`src/rtl/timer_types_pkg.sv`:
```
// timer_types_pkg: default widths and the largest prescale ratio shared by the timer blocks
package timer_types_pkg;
  localparam int CNT_W_DEF = 32;
  localparam int PRE_W_DEF = 3;
  localparam int PS_MAX_RATIO = 1 << ((1 << PRE_W_DEF) - 1);
endpackage

```
`src/rtl/timer_prescaler.sv`:
```
// timer_prescaler: 2^pre divider (clk, rst, en, clr, pre in; tick out), cleared on clr or a change of pre
module timer_prescaler
  import timer_types_pkg::*;
#(
  parameter int PRE_W = PRE_W_DEF,
  localparam int PS_W = (1 << PRE_W) - 1
) (
  input  logic             clk,
  input  logic             rst,
  input  logic             en,
  input  logic             clr,
  input  logic [PRE_W-1:0] pre,
  output logic             tick
);
  logic [PS_W-1:0] cnt_q, cnt_d, mask;
  logic [PRE_W-1:0] pre_q, pre_d;
  logic pre_chg;
  always_comb begin
    mask = PS_W'((32'd1 << pre) - 32'd1);
    pre_chg = pre != pre_q;
    pre_d = pre;
    tick = en & ~clr & ~pre_chg & ~rst & (cnt_q == mask);
    cnt_d = (clr | pre_chg | tick) ? '0 : en ? cnt_q + 1'b1 : cnt_q;
  end
  always_ff @(posedge clk) begin
    if (rst) begin
      cnt_q <= '0;
      pre_q <= pre_d;
    end else begin
      cnt_q <= cnt_d;
      pre_q <= pre_d;
    end
  end
endmodule

```
`src/rtl/timer_counter.sv`:
```
// timer_counter: prescaled up-counter TCNT (CLK, RST, tcren, pre, tcre, ch7_match, tcnt_wr/tcnt_wdata, tovf_clr, toi in; tcnt, tick, tovf, ovf_irq out; freeze in when TIMER_FREEZE_EN)
module timer_counter
  import timer_types_pkg::*;
#(
  parameter int CNT_W = CNT_W_DEF,
  parameter int PRE_W = PRE_W_DEF
) (
  input  logic             CLK,
  input  logic             RST,
  input  logic             tcren,
  input  logic [PRE_W-1:0] pre,
  input  logic             tcre,
  input  logic             ch7_match,
  input  logic             tcnt_wr,
  input  logic [CNT_W-1:0] tcnt_wdata,
  input  logic             tovf_clr,
  input  logic             toi,
`ifdef TIMER_FREEZE_EN
  input  logic             freeze,
`endif
  output logic [CNT_W-1:0] tcnt,
  output logic             tick,
  output logic             tovf,
  output logic             ovf_irq
);
  logic [CNT_W-1:0] tcnt_q, tcnt_d;
  logic tovf_q, tovf_d, en, tcre_hit, tovf_set;
`ifdef TIMER_FREEZE_EN
  assign en = tcren & ~freeze;
`else
  assign en = tcren;
`endif
  timer_prescaler #(.PRE_W(PRE_W)) u_pre (
    .clk (CLK),
    .rst (RST),
    .en  (en),
    .clr (tcnt_wr),
    .pre (pre),
    .tick(tick)
  );
  always_comb begin
    tcre_hit = tcre & ch7_match;
    tovf_set = tick & ~tcre_hit & (&tcnt_q);
    tcnt_d = tcnt_wr ? tcnt_wdata : ~tick ? tcnt_q : tcre_hit ? '0 : tcnt_q + 1'b1;
    tovf_d = tovf_set | (tovf_q & ~tovf_clr);
  end
  always_ff @(posedge CLK) begin
    if (RST) begin
      tcnt_q <= '0;
      tovf_q <= 1'b0;
    end else begin
      tcnt_q <= tcnt_d;
      tovf_q <= tovf_d;
    end
  end
  assign tcnt = tcnt_q;
  assign tovf = tovf_q;
  assign ovf_irq = tovf_q & toi & ~RST;
endmodule

```
`config.mk`:
```
export PLATFORM = sky130hd
export DESIGN_NAME = timer_counter
export DESIGN_NICKNAME = d
export VERILOG_FILES = /design/src/rtl/timer_types_pkg.sv /design/src/rtl/timer_prescaler.sv /design/src/rtl/timer_counter.sv
export SDC_FILE = /design/constraint.sdc
export NUM_CORES = 1
export LEC_CHECK = 0
export ABC_AREA = 1
export CAP_MARGIN = 20
export CORE_UTILIZATION = 54
export DETAILED_ROUTE_END_ITERATION = 10
export PLACE_DENSITY_LB_ADDON = 0.1
export SLEW_MARGIN = 20
export SYNTH_ARGS = -nofsm -noshare
export SYNTH_HDL_FRONTEND = slang
export SYNTH_SLANG_ARGS = --single-unit
```
`constraint.sdc`:
```
create_clock -name CLK -period 3.4 [get_ports CLK]
set_input_delay 0.34 -clock CLK [delete_from_list [all_inputs] [get_ports CLK]]
set_output_delay 0.34 -clock CLK [all_outputs]
set_load 0.1 [all_outputs]
```
==> reports/qor.txt, run 1 <==
outcome = finished, final reports clean
Cell Area, Synth = 0.00318 sq mm
CP endpoint kind = output port
TritonRoute pass-1 iters = 5
Post-CTS Hold Buffers = 0
FF-to-FF setup slack = 1.36 ns
P_sw = 0.441 mW
register share of total power = 42.6%
Slew Viols, Final = 0
Nets = 668
initial antenna violation count = 0
WL/cell = 13.7 um
Final Skew = 0.0104 ns
Top-Level Pins = 78
Antenna diodes = 0
Worst Hold End = tovf$_SDFF_PP0_
clk buf depth = 2
GR Overflow Total = 0
combinational share of power = 26.5%
largest net degree at the start of global routing = 36
R2R cell count = 9
Critical-path top delay cell = clkdlybuf4s50_1
die area = 0.00619 sq mm
CP most frequent cell = nand2_1
net count after synthesis = 600
DR vias/cell = 5.53
gpl congestion = 0.887
Data arrival, critical path = 2.55 ns
total power = 1.29 mW
Least-Margin Pin Slew = 0.998 ns
Seq/Total Area, Yosys = 27.1%
worst hold start = tovf$_SDFF_PP0_
ratio of cells with drive above 1 in the final layout = 5.79%
hold slack = 0.495 ns
H-tree levels = 2
# rows = 27
Crit Reg-Reg Endpoint = tovf$_SDFF_PP0_
library cells used by synthesis = 31
critical path class = input pin to output port
Register Area = 861 sq um
GRT Util Overall = 31.9%
CP Launch Type = input pin
post_cts resized = 0
final setup fails = 0
Tmin final = 2.89 ns
Detailed Place HPWL = 7120 um
post-CTS setup buffer count = 0
cts bufs inserted = 5
synth warn = 0
Routed Antenna Nets = 0
Initial Util = 57.0%
TritonCTS clock tree = yes
post-synthesis average cell area = 5.73 sq um
max incr delay on CP = 0.68 ns
worst relative slew slack = 33.2%
clock group share of total power = 31.0%
footprint of the multi-input gates = 0.00199 sq mm
sw frac = 34.1%
CP required = 3.06 ns
Max-Cap Viols = 0
P_int = 0.853 mW
Power Density = 318 mW/mm^2
placeable core area = 0.00557 sq mm
Worst Path Max Fanout = 17
die extent in y = 78.7 um
Min-Delay Path Class = flop to flop
final hold violation count = 0
DR vias = 3840
r2r startpoint = tcnt[0]$_SDFFE_PP0P_
vias in the first global route = 3433
Worst-Skew Late Latency = 0.30 ns
RSZ-0062 raised after global routing = no
Setup TNS = 0 ns
worst hold stages = 2
Post-Synthesis Cells = 554
Root Buffer = clkbuf_8
crit path cell chain = clkdlybuf4s50_1 -> inv_2 -> nand3_1 -> ha_1 -> xor2_1 -> nand2_1 -> nand2_1 -> nand3_2 -> nor2_4 -> nand2_4 -> inv_1 -> buf_12
Final Core Density = 73.1%
wirelength, routed = 9530 um
first-pass GRT wire length = 15800 um
CTS clk-pin slew, worst paths = 0.08 ns
Seq cells post-synth = 43
Die X = 78.7 um
clock sinks = 43
I/O Buffers = 77
DR DRC count = 0
DR iter-0 viols = 261
fillers = 511
maximum operating frequency = 346 MHz
Leakage = 1.67 nW
area delta synth->final = 28.2%
maximum VDD drop = 0.218 mV
Tcrit/Tclk final = 85.1%
==> worst max-delay path: cells and delay by family <==
kind          cells  cell delay (ns)
simple gates      6             0.58
fa+ha+maj         1             0.30
xor+xnor          1             0.17
buf+inv           4             1.16
==> final cells by class <==
| cell class | instances | share of cell area, % |
|---|---|---|
| multi-input combinational | 435 | 49.0 |
| tap | 72 | 2.21 |
| sequential | 43 | 21.1 |
| clock buffer | 6 | 1.78 |
| inverter | 54 | 4.98 |
| clock inverter | 1 | 0.737 |
| timing repair buffer | 83 | 20.2 |
==> layout by cell type, fill, tap and decap left out, types with 2 or more instances in the layout <==
cell             netlist  layout
o211ai_1               2       2
xnor2_1                2       2
nor2_2                 7       7
clkbuf_8               0       5
or2_2                  5       5
clkdlybuf4s50_1        0      75
nand2_4                2       2
nand3_1               75      75
inv_2                  5       5
o21ai_0               15      15
nor2_1                62      62
o21ai_1                4       4
and2_1                 3       3
a21oi_1               42      42
dfxtp_1               43      43
nand4_1                9       9
inv_1                 49      49
xor2_1                 5       5
nor2_4                 2       2
nor3_1                 2       2
buf_4                  2       7
ha_1                   3       3
a22o_1                 2       2
nand2_1              188     188
==> cells in the mapped netlist <==
cell type / count / area share (%)
nand3_1: 75 / 12
nand3b_1: 1 / 0.24
xor2_1: 5 / 1.4
nand2_4: 2 / 0.71
a21o_1: 1 / 0.24
nor2_2: 7 / 1.4
nor4_1: 1 / 0.20
inv_1: 49 / 5.8
o21ai_1: 4 / 0.63
nand3_2: 1 / 0.32
and2_1: 3 / 0.59
buf_2: 5 / 0.79
buf_6: 3 / 1.1
inv_2: 5 / 0.59
o21ai_0: 15 / 2.4
nor2_1: 62 / 7.3
dfxtp_1: 43 / 27
a21oi_1: 42 / 6.6
buf_4: 2 / 0.47
xnor2_1: 2 / 0.55
or2_2: 5 / 0.98
nand4_1: 9 / 1.8
o31ai_1: 1 / 0.24
clkbuf_1: 9 / 1.1
ha_1: 3 / 1.2
nand2_1: 188 / 22
a22o_1: 2 / 0.55
nor2_4: 2 / 0.71
nor3_1: 2 / 0.32
buf_1: 3 / 0.35
o211ai_1: 2 / 0.47
==> worst max-delay path by stage <==
stage                                from      end  slack [ns]
after global placement             pre[2]     tick        0.61
after floorplan           tovf$_SDFF_PP0_  ovf_irq        0.73
after detailed placement           pre[2]     tick        0.54
after global routing               pre[2]     tick        0.32
after CTS                          pre[2]     tick        0.53
final                              pre[2]     tick        0.51
==> logic make-up after synthesis <==
| kind of cell | share of synthesized area [%] |
|---|---|
| buf+inv | 10.1 |
| compound gates | 11.1 |
| fa+ha+maj | 1.18 |
| simple gates | 48.6 |
| xor+xnor | 1.93 |
| flops | 27.1 |
==> stage by stage <==
step	instances	setup slack [ns]	cell area, sq um
6_report	694	0.508	4070
3_3_place_gp	687	0.609	3970
2_1_floorplan	554	0.729	3180
5_1_grt	694	0.319	4070
4_1_cts	694	0.529	4070
3_5_place_dp	687	0.537	3970
==> state kept, by name, summed over array words and instances (netlist names) <==
register     cells
u_pre.cnt_q      7
tcnt            32
tovf             1
u_pre.pre_q      3
==> layer usage <==
layer / vias to the layer above / share of wire, % / track usage (%)
met5: - / 0 / 0
met4: 0 / 1.0 / 9.26
met3: 11 / 7.2 / 3.68
met2: 173 / 46 / 53.0
met1: 1749 / 46 / 43.3
li1: 1907 / - / -
==> power by group through the flow <==
stage          Clock (mW)  Sequential, mW  Combinational (mW)
2_1_floorplan           0           0.677               0.114
3_3_place_gp            0           0.561               0.336
3_5_place_dp            0           0.562               0.340
4_1_cts             0.399           0.550               0.341
5_1_grt             0.414           0.554               0.366
6_report            0.400           0.551               0.342
(Power assumes the default switching activity.)
==> inputs of run 2 (changes only) <==
--- a/config.mk
+++ b/config.mk
@@ -6,7 +6,7 @@
 export NUM_CORES = 1
 export LEC_CHECK = 0
 export ABC_AREA = 1
-export CAP_MARGIN = 20
+export CAP_MARGIN = 10
 export CORE_UTILIZATION = 54
 export DETAILED_ROUTE_END_ITERATION = 10
 export PLACE_DENSITY_LB_ADDON = 0.1
==> results of run 2 <==
No change in the layout: final DEF, timing and power equal those of run 1.
==> inputs of run 3 (changes only) <==
--- a/config.mk
+++ b/config.mk
@@ -7,7 +7,9 @@
 export LEC_CHECK = 0
 export ABC_AREA = 1
 export CAP_MARGIN = 10
-export CORE_UTILIZATION = 54
+export CORE_UTILIZATION = 56
+export CTS_BUF_LIST = sky130_fd_sc_hd__clkbuf_8
+export CTS_CLUSTER_DIAMETER = 150
 export DETAILED_ROUTE_END_ITERATION = 10
 export PLACE_DENSITY_LB_ADDON = 0.1
 export SLEW_MARGIN = 20
==> reports/qor.txt, run 3 (synthesis gave the netlist of run 1 again) <==
Nets = 668 (unchanged)
Crit Reg-Reg Endpoint = tcnt[28]$_SDFFE_PP0P_
post_cts resized = 0 (unchanged)
Tmin final = 2.91 ns (+0.0221 ns)
Slew Viols, Final = 0 (unchanged)
FF-to-FF setup slack = 1.35 ns (about the same)
Detailed Place HPWL = 6930 um (-2.7%)
Worst Path Max Fanout = 19 (+2)
post-CTS setup buffer count = 0 (unchanged)
r2r startpoint = tcnt[0]$_SDFFE_PP0P_
# rows = 27 (unchanged)
die area = 0.00598 sq mm (-3.5%)
Worst-Skew Late Latency = 0.31 ns (about the same)
GRT Util Overall = 33.1% (+1.2 points)
Data arrival, critical path = 2.57 ns (+0.02 ns)
GR Overflow Total = 0 (unchanged)
Initial Util = 58.0% (+1.1 points)
Die X = 77.3 um (-1.8%)
R2R cell count = 11 (+2)
outcome = finished, final reports clean
crit path cell chain = clkdlybuf4s50_1 -> inv_2 -> nand3_1 -> ha_1 -> xor2_1 -> nand2_1 -> nand2_1 -> nand3_2 -> nor2_4 -> nand2_4 -> inv_1 -> buf_12
CP endpoint kind = output port
worst relative slew slack = 34.6% (+1.4 points)
Worst Hold End = u_pre.cnt_q[1]$_SDFFE_PP0P_
RSZ-0062 raised after global routing = no
ratio of cells with drive above 1 in the final layout = 6.10% (+0.31 points)
Critical-path top delay cell = clkdlybuf4s50_1
critical path class = input pin to output port
critical path depth in cells = 12 (unchanged)
Leakage = 1.67 nW (about the same)
Min-Delay Path Class = flop to flop
gpl congestion = 0.935 (+5.5%)
WP buf/inv = 4 (unchanged)
first-pass GRT wire length = 15900 um (+0.35%)
initial antenna violation count = 0 (unchanged)
Max-Cap Viols = 0 (unchanged)
placeable core area = 0.00547 sq mm (-1.8%)
WL/cell = 13.5 um (-1.6%)
Tcrit/Tclk final = 85.7% (+0.65 points)
die extent in y = 77.3 um (-1.8%)
DR vias/cell = 5.49 (-0.74%)
TritonRoute pass-1 iters = 5 (unchanged)
Root Buffer = clkbuf_8
largest net degree at the start of global routing = 38 (+5.6%)
H-tree levels = 2 (unchanged)
clock sinks = 43 (unchanged)
most common cell after layout, fill and taps aside = nand2_1
worst hold start = u_pre.cnt_q[1]$_SDFFE_PP0P_
max incr delay on CP = 0.67 ns (about the same)
I/O Buffers = 77 (unchanged)
CP most frequent cell = nand2_1
Setup TNS = 0 ns (unchanged)
max reg flops = 32 (unchanged)
vias in the first global route = 3401 (-0.93%)
total power = 1.27 mW (-2.1%)
CP top delay family = buffers and inverters
Top-Level Pins = 78 (unchanged)
Antenna diodes = 0 (unchanged)
CTS clk-pin slew, worst paths = 0.08 ns (about the same)
DR vias = 3817 (-0.60%)
Post-CTS Hold Buffers = 0 (unchanged)
cts bufs inserted = 5 (unchanged)
DR DRC count = 0 (unchanged)
Least-Margin Pin Slew = 0.977 ns (-0.0207 ns)
area delta synth->final = 28.3% (about the same)
wirelength, routed = 9390 um (-1.4%)
Power Density = 311 mW/mm^2 (-2.1%)
CP required = 3.06 ns (about the same)
DR iter-0 viols = 339 (+30%)
CP Launch Type = input pin
final hold violation count = 0 (unchanged)
worst hold stages = 2 (unchanged)
maximum VDD drop = 0.230 mV (+5.8%)
TritonCTS clock tree = yes
commonest non-fill, non-tap cells in the layout = 188 x nand2_1, 75 x nand3_1, 75 x clkdlybuf4s50_1
Final Skew = 0.00800 ns (-0.00245 ns)
clk buf depth = 2 (unchanged)
final setup fails = 0 (unchanged)
maximum operating frequency = 343 MHz (-0.76%)
Routed Antenna Nets = 0 (unchanged)
-- run 3: cell count changes in the layout (fill, tap and decap cells not counted), sizes merged --
| cell | before | now |
|---|---|---|
| clkinvlp | 0 | 1 |
| clkbuf | 6 | 7 |
| bufinv | 1 | 0 |
-- run 3: per-stage QoR --
step	cells	hold slack (ns)	instance area [sq um]	setup slack (ns)	utilization [%]
after global routing	695	0.561	4080	0.294	74.5
after global placement	687	0.510	3970	0.588	72.6
after detailed placement	687	0.506	3970	0.515	72.6
after CTS	695	0.519	4080	0.484	74.5
after floorplan	554	0.368	3180	0.729	-
final	695	0.521	4080	0.486	74.5
-- run 3: worst min-delay path, cell delays in order, from the launching register on --
cell	delay, ns
dfxtp_1	0.35
nand2_1	0.08
a21oi_1	0.05
-- run 3: cell type report --
class | instances | area, sq um
Tap cell | 72 | 90.1
Inverter | 54 | 203
Fill cell | 459 | 1400
Sequential cell | 43 | 861
Clock buffer | 7 | 96.3
Multi-Input combinational cell | 435 | 1990
Timing Repair Buffer | 83 | 823
Clock inverter | 1 | 7.51
-- run 3: routing by layer --
layer | vias up | track usage [%] | share of wire (%)
met5 | - | 0 | 0
li1 | 1912 | - | -
met3 | 17 | 5.60 | 7.2
met4 | 0 | 10.9 | 1.6
met1 | 1722 | 43.4 | 44
met2 | 166 | 54.7 | 47
-- run 3: how the worst max path moves through the flow --
stage | slack (ns) | end | from
final | 0.49 | tick | pre[2]
after floorplan | 0.73 | ovf_irq | tovf$_SDFF_PP0_
after global placement | 0.59 | tick | pre[1]
after CTS | 0.48 | tick | pre[2]
after detailed placement | 0.52 | tick | pre[2]
after global routing | 0.29 | tick | pre[2]
-- run 3: where the power goes --
group | switching [mW] | internal, mW
Combinational | 0.226 | 0.115
Clock | 0.190 | 0.185
Sequential | 0.0285 | 0.523
Total | 0.444 | 0.823
